===== config.mk =====
export PLATFORM = sky130hd
export DESIGN_NAME = booth_mult_ctrl
export DESIGN_NICKNAME = d
export VERILOG_FILES = /design/src/rtl/booth_mult_ctrl.sv
export SDC_FILE = /design/constraint.sdc
export NUM_CORES = 1
export LEC_CHECK = 0
export CAP_MARGIN = 25
export CORE_UTILIZATION = 47
export DETAILED_ROUTE_END_ITERATION = 12
export PLACE_DENSITY = 0.83
export SYNTH_ARGS = -nofsm -noshare
export SYNTH_HDL_FRONTEND = slang
export SYNTH_SLANG_ARGS = --single-unit

===== constraint.sdc =====
create_clock -name Clk -period 3.93 [get_ports Clk]
set_clock_uncertainty 0.05 [all_clocks]
set_input_delay 0.393 -clock Clk [delete_from_list [all_inputs] [get_ports Clk]]
set_output_delay 0.393 -clock Clk [all_outputs]
set_load 0.02 [all_outputs]

===== src/rtl/booth_mult_ctrl.sv =====
// -----------------------------------------------------------------------------
// booth_mult_ctrl
//
// Sequencer for an 8-bit signed radix-2 Booth multiply on a shared,
// combinational Alu that lives outside this block.
//
// The controller owns these registers:
//   - the accumulator A
//   - the multiplicand M
//   - the multiplier/shift register Q
//   - the Booth history bit Q_1
//   - the iteration counter
//
// Each RUN cycle it does three things:
//   - issues an Alu opcode chosen from {Q[0],Q_1};
//   - takes the Alu result back;
//   - arithmetic-shifts {Alu_X,Q,Q_1} right by one bit.
//
// Ports:
//   Clk           rising-edge clock
//   Reset         synchronous, active-high reset
//   Start         request pulse, honoured only in IDLE
//   Multiplicand  signed operand M, captured on an accepted Start
//   Multiplier    signed operand Q, captured on an accepted Start
//   Abort         (BOOTH_ABORT_EN only) cancels a RUN without a Done pulse
//   Alu_A         Alu input A (the A register)
//   Alu_M         Alu input M (the M register)
//   Alu_Op        Alu opcode: 0 pass A, 1 A+M, 2 A-M
//   Alu_X         Alu result (combinational in the Alu)
//   Busy          high while in RUN
//   Done          one-cycle pulse when Product becomes valid
//   Product       signed {A,Q}, held until the next accepted Start
//
// Configuration:
//   BOOTH_ABORT_EN  when defined, adds the Abort input.
//
// Parameter limits:
//   - Only N_BITS = 8 is supported; it must match the Alu width.
//   - CNT_W must satisfy 2**CNT_W > N_BITS.
// -----------------------------------------------------------------------------
module booth_mult_ctrl #(
    parameter int N_BITS = 8,
    parameter int CNT_W  = 4
) (
    input  logic                Clk,
    input  logic                Reset,
    input  logic                Start,
    input  logic [N_BITS-1:0]   Multiplicand,
    input  logic [N_BITS-1:0]   Multiplier,
`ifdef BOOTH_ABORT_EN
    input  logic                Abort,
`endif
    output logic [N_BITS-1:0]   Alu_A,
    output logic [N_BITS-1:0]   Alu_M,
    output logic [2:0]          Alu_Op,
    input  logic [N_BITS-1:0]   Alu_X,
    output logic                Busy,
    output logic                Done,
    output logic [2*N_BITS-1:0] Product
);

    typedef enum logic [1:0] {
        IDLE = 2'd0,
        RUN  = 2'd1,
        DONE = 2'd2
    } state_t;

    localparam logic [2:0] OP_PASS = 3'd0;
    localparam logic [2:0] OP_ADD  = 3'd1;
    localparam logic [2:0] OP_SUB  = 3'd2;

    state_t              state;
    logic [N_BITS-1:0]   a_reg;
    logic [N_BITS-1:0]   m_reg;
    logic [N_BITS-1:0]   q_reg;
    logic                q_1;
    logic [CNT_W-1:0]    cnt;
    logic                abort_req;

`ifdef BOOTH_ABORT_EN
    assign abort_req = Abort;
`else
    assign abort_req = 1'b0;
`endif

    assign Alu_A = a_reg;
    assign Alu_M = m_reg;

    // The opcode must follow Q and Q_1 within the same cycle.
    // The Alu result feeds the shift on the very next edge,
    // so a registered opcode would be one iteration late.
    always_comb begin
        // NOTE: the default assignment comes first so that every path
        // drives Alu_Op; a missing default would infer a latch.
        Alu_Op = OP_PASS;
        if (state == RUN) begin
            case ({q_reg[0], q_1})
                2'b01:   Alu_Op = OP_ADD;
                2'b10:   Alu_Op = OP_SUB;
                default: Alu_Op = OP_PASS;
            endcase
        end
    end

    // NOTE: all state here uses non-blocking assignments.
    // Every register therefore sees the pre-edge value of every other
    // register. The shift depends on that: Q_1 takes the old Q[0],
    // and Q takes the old Q[7:1].
    always_ff @(posedge Clk) begin
        if (Reset) begin
            state   <= IDLE;
            a_reg   <= '0;
            m_reg   <= '0;
            q_reg   <= '0;
            q_1     <= 1'b0;
            cnt     <= '0;
            Busy    <= 1'b0;
            Done    <= 1'b0;
            Product <= '0;
        end else begin
            Done <= 1'b0;
            case (state)
                IDLE: begin
                    if (Start) begin
                        a_reg <= '0;
                        q_1   <= 1'b0;
                        m_reg <= Multiplicand;
                        q_reg <= Multiplier;
                        cnt   <= CNT_W'(N_BITS);
                        Busy  <= 1'b1;
                        state <= RUN;
                    end
                end

                RUN: begin
                    if (abort_req) begin
                        // Product and M are left untouched.
                        // The previous result stays readable.
                        a_reg <= '0;
                        q_reg <= '0;
                        q_1   <= 1'b0;
                        cnt   <= '0;
                        Busy  <= 1'b0;
                        state <= IDLE;
                    end else begin
                        // Arithmetic shift right of {Alu_X, Q, Q_1}.
                        a_reg <= {Alu_X[N_BITS-1], Alu_X[N_BITS-1:1]};
                        q_reg <= {Alu_X[0], q_reg[N_BITS-1:1]};
                        q_1   <= q_reg[0];
                        cnt   <= cnt - CNT_W'(1);
                        if (cnt == CNT_W'(1)) begin
                            // {new A, new Q}: the shifted Alu result,
                            // followed by the upper bits of the old Q.
                            Product <= {Alu_X[N_BITS-1], Alu_X, q_reg[N_BITS-1:1]};
                            Busy    <= 1'b0;
                            Done    <= 1'b1;
                            state   <= DONE;
                        end
                    end
                end

                DONE: begin
                    state <= IDLE;
                end

                default: begin
                    state <= IDLE;
                end
            endcase
        end
    end

endmodule

==> results of run 1 <==
-- stage by stage --
stage | hold slack (ns) | cells | area, µm² | utilization | setup slack (ns)
after global placement | 0.3930 | 286 | 2404 | 0.6516 | 1.610
after CTS | 0.4081 | 294 | 2521 | 0.6835 | 1.221
final | 0.4055 | 294 | 2521 | 0.6835 | 1.203
after floorplan | 0.4018 | 192 | 1818 | - | 2.147
after detailed placement | 0.3968 | 286 | 2404 | 0.6516 | 1.562
after global routing | 0.4260 | 294 | 2521 | 0.6835 | 1.056
-- Yosys cell counts --
cell type and instances:
dfxtp_1 47, nand2_1 24, a21oi_1 18, nor2_1 16
a211oi_1 10, a22o_1 10, nand3_1 9, o2bb2ai_1 7
clkbuf_1 6, a22o_2 5, buf_2 4, buf_4 4
inv_1 4, nand2b_1 3, nor3_1 3, ha_1 2
nand3b_1 2, nor3b_1 2, o22ai_1 2, a31oi_1 1
and3_1 1, buf_1 1, buf_6 1, buf_8 1
conb_1 1, nor2b_1 1, nor3_4 1, nor3b_2 1
o21ba_1 1, o21ba_2 1, or2b_1 1, or3b_1 1
or3b_4 1
-- logic make-up after synthesis --
family | count (synthesis) | share of synthesized area
adders and majority gates | 2 | 0.01376
and+or+nand+nor | 66 | 0.1803
buffers and inverters | 21 | 0.06469
other | 1 | 0.002063
DFF | 47 | 0.5175
AOI/OAI and AO/OA | 55 | 0.2216
-- layer usage --
metal | wire length, µm | track usage | vias up
met2 | 1960 | 0.3750 | 69
met3 | 271 | 0.05179 | 8
met4 | 72 | 0.1083 | 0
met5 | 0 | 0 | -
met1 | 1771 | 0.2541 | 721
li1 | - | - | 775
-- power groups by stage --
stage          logic (W)  clock network [W]  registers, W
2_1_floorplan  0.0000921                  0      0.000549
5_1_grt         0.000187           0.000395      0.000534
6_report        0.000171           0.000365      0.000529
3_3_place_gp    0.000167                  0      0.000539
3_5_place_dp    0.000171                  0      0.000540
4_1_cts         0.000172           0.000370      0.000529
-- critical path, cell delays in order, from the launching register on --
cell and delay, ns:
dfxtp_1 0.59, nand2b_1 0.43, nor3b_1 0.32, clkdlybuf4s50_1 0.64
-- final timing paths --
check / cells after the start / endpoint / start
worst max-delay path: 3 / Alu_Op[1] / state[0]
worst min-delay path: 2 / Alu_M[1] / Alu_M[1]
worst max register to register: 3 / Product[6] / state[0]
worst min register to register: 2 / Alu_M[1] / Alu_M[1]
-- final cells by class --
cell class / instances / area share
Clock buffer: 6 / 0.03275
Clock inverter: 2 / 0.01390
Inverter: 4 / 0.005955
Multi-Input combinational cell: 124 / 0.3012
Sequential cell: 47 / 0.3732
Tap cell: 48 / 0.02382
Timing Repair Buffer: 63 / 0.2491
==> flow_summary.yaml, run 1 <==
route:
  num_vias: 1573
  dr.pass1.iters: 4
  drc_errors: 0
  finalWirelength_mm: 4.075
  avgViaCountPerCell: 5.350
  postRouteAntennaNets: 0
  drt_iter0_markers: 105
  wl_per_cell_um: 13.86
sta:
  slew_headroom: 0.3871
  period_share: 0.6940
  tightest_slew_ns: 0.9174
  finalSetupTns_ns: 0
  layout_min_cycle_time_ns: 2.727
  drv_slew: 0
  hold_violations: 0
  finalSetupViolCount: 0
  max_freq_mhz: 366.6
  rsz0062_at_grt: "false"
cts:
  cts.path.max_buffers: 2
  clk_root_buffer_cell: "clkbuf_8"
  clkLatencyLatePin_ns: 0.30
  htreeDepth: 2
  cts_setup_buffers: 0
  clock-sinks: 47
  cts.repair.resized: 0
  cts.clk_slew.worst_paths_ns: 0.08
  cts_made_buffers: 5
  ctsHoldBuffers: 0
  cts_tree: "done"
layout:
  area_growth_pct: 38.68
  final_common_cell: "clkdlybuf4s50_1"
  regArea_um2: 940.9
  nFillCells: 344
  n_antenna_cell: 0
  layout-drive-gt1-share: 0.07317
  largest_register_ffs: 15
  multi_input_area_um2: 759.5
  most-common-layout-cells: "clkdlybuf4s50_1, dfxtp_1, nand2_1"
  nNetsFinal: 274
die:
  start_util: 0.4929
  die_h_um: 64.20
  core_area_um2: 3689
  io_pins: 64
  rows: 22
  die-area_um2: 4121
  die_x_um: 64.20
setup_path:
  rrSetupSlack_ns: 1.82
  start_kind: "register"
  required_ns: 3.49
  endpoint_kind: "output pin"
  crit_type: "reg -> out"
  arrival_ns: 2.28
  crit_fanout: 14
yosys:
  yosys_warnings: 0
  syn-num-nets: 221
  yosysTopAreaCell: "dfxtp_1"
  synth_area_leaders: "dfxtp_1, a21oi_1, nand2_1"
  netlist.area_leader.share: 0.5175
  syn-cell-area_um2: 1818
  avgSynthCellArea_um2: 9.469
  ys_types: 33
  ys_ff_latch: 47
  synth_cells: 192
  yosysSeqAreaShare: 0.5175
pwr:
  p_int_w: 0.0007946
  swShare: 0.2542
  p_leak_nw: 0.9271
  ir_worst_vdd_mv: 0.2543
  p_clk_frac: 0.343
  power_density_nw_per_um2: 422.6
  comb_power_share: 0.160
  total_power_w: 0.001065
  p_sw_w: 0.0002709
  seq_power_share: 0.497
global_route:
  grt-ovfl-total: 0
  grt_pass1_wl_mm: 6.920
  grt_use_total: 0.2190
  antenna_found_initial: 0
  grt_pass1_vias: 1518
  grt_max_degree: 27
placed_design:
  hpwlAfterDp_mm: 2.734
  gp_congestion: 0.7255
  portBuffers: 62
min_path:
  hp-class: "reg -> reg"
run_status:
  status: "completed"
run:
  maxCapViolations: 0
Note: power is estimated with default switching activity, not from simulation.
==> run 2: changes to the inputs <==
--- a/config.mk
+++ b/config.mk
@@ -6,9 +6,9 @@
 export NUM_CORES = 1
 export LEC_CHECK = 0
 export CAP_MARGIN = 25
-export CORE_UTILIZATION = 47
+export CORE_UTILIZATION = 40
 export DETAILED_ROUTE_END_ITERATION = 12
-export PLACE_DENSITY = 0.83
+export PLACE_DENSITY = 0.75
 export SYNTH_ARGS = -nofsm -noshare
 export SYNTH_HDL_FRONTEND = slang
 export SYNTH_SLANG_ARGS = --single-unit
==> constraint.sdc (replaced) <==
create_clock -name Clk -period 2.3 [get_ports Clk]
set_clock_uncertainty 0.05 [all_clocks]
set_input_delay 0.23 -clock Clk [delete_from_list [all_inputs] [get_ports Clk]]
set_output_delay 0.23 -clock Clk [all_outputs]
set_load 0.02 [all_outputs]
==> flow_summary.yaml, run 2 (synthesized netlist as in run 1, its figures left out) <==
run_status:
  status: "completed"
route:
  drc_errors: 0
  avgViaCountPerCell: 5.073
  num_vias: 1537
  dr.pass1.iters: 4
  postRouteAntennaNets: 0
  drt_iter0_markers: 56
  wl_per_cell_um: 13.38
  finalWirelength_mm: 4.053
pwr:
  ir_worst_vdd_mv: 0.3098
  p_leak_nw: 0.9327
  power_density_nw_per_um2: 662.4
layout:
  largest_register_ffs: 15
  area_growth_pct: 39.02
  fin_cells: 303
  most-common-layout-cells: "clkdlybuf4s50_1, dfxtp_1, nand2_1"
  layout-drive-gt1-share: 0.08367
  n_antenna_cell: 0
  nNetsFinal: 279
  nFillCells: 389
  finalInstanceArea_um2: 2527
  final_common_cell: "clkdlybuf4s50_1"
global_route:
  grt_pass1_wl_mm: 6.789
  grt_use_total: 0.1760
  grt-ovfl-total: 0
  grt_max_degree: 32
  antenna_found_initial: 0
  grt_pass1_vias: 1418
die:
  core_area_um2: 4354
  die_x_um: 69.42
  rows: 24
  die_h_um: 69.42
  die-area_um2: 4818
  io_pins: 64
  start_util: 0.4175
cts:
  clk_root_buffer_cell: "clkbuf_8"
  cts_tree: "done"
  ctsHoldBuffers: 0
  htreeDepth: 2
  clkLatencyLatePin_ns: 0.29
  clock-sinks: 47
  cts_made_buffers: 5
  cts.clk_slew.worst_paths_ns: 0.08
  cts.path.max_buffers: 2
  cts.repair.resized: 0
  cts_setup_buffers: 0
setup_path:
  crit_fanout: 6
  start_kind: "register"
  arrival_ns: 1.75
  required_ns: 2.02
  endpoint_kind: "output pin"
  crit_type: "reg -> out"
sta:
  fin_hold_ws_ns: 0.4025
  rsz0062_at_grt: "false"
  period_share: 0.8837
  layout_min_cycle_time_ns: 2.032
  tightest_slew_ns: 0.6743
  slew_headroom: 0.5490
  drv_slew: 0
  max_freq_mhz: 492.0
  hold_violations: 0
  finalSetupViolCount: 0
  finalSetupTns_ns: 0
placed_design:
  portBuffers: 62
  dp.cells: 295
  hpwlAfterDp_mm: 2.736
  dpl_cell_area_um2: 2446
  gp_congestion: 0.7893
min_path:
  hp-class: "reg -> reg"
run:
  maxCapViolations: 0
## run 2: cell types whose count changed in the layout (fill, tap and decap cells not counted), sizes merged
cell	before	now
buf	1	6
bufinv	1	0
clkbuf	6	7
## run 2: final cells by class
cell class,count,area (µm²),area share
timing repair buffer,68,665.6,0.2634
multi-input combinational,124,759.5,0.3005
tap,52,65.06,0.02574
clock buffer,7,76.32,0.03020
inverter,4,15.01,0.005941
clock inverter,1,5.005,0.001980
sequential,47,940.9,0.3723
## run 2: worst paths after layout
kind             from           to  slack (ns)  depth (start not counted)
max          state[1]    Alu_Op[0]        0.27                          3
min          Alu_M[5]     Alu_M[5]        0.40                          2
max reg2reg    cnt[0]  Product[10]        0.42                          4
min reg2reg  Alu_M[5]     Alu_M[5]        0.40                          2
## run 2: worst max-delay path: stages (launching register included)
cell             delay, ns
dfxtp_1               0.36
nand2b_1              0.20
nor3b_1               0.25
clkdlybuf4s50_1       0.65
## run 2: through the flow
stage                     utilization  setup slack (ns)  power, W
after floorplan                     -            0.6429  0.001096
after global placement         0.5618            0.4749  0.001221
after detailed placement       0.5618            0.4373  0.001227
after CTS                      0.5805            0.2777  0.001691
after global routing           0.5805            0.1580  0.001759
final                          0.5805            0.2675  0.001674
## run 2: report_power, final
part	total (W)	switching (W)	internal, W
Sequential	0.000897	0.0000340	0.000863
Combinational	0.000310	0.000157	0.000153
Clock	0.000467	0.000254	0.000213
## run 2: per-layer routing
layer | global-route usage | vias to the layer above | part of all wire
met1 | 0.2475 | 697 | 0.48
met3 | 0.04651 | 6 | 0.051
met2 | 0.2600 | 47 | 0.46
li1 | - | 787 | -
met4 | 0.06122 | 0 | 0.014
met5 | 0 | - | 0
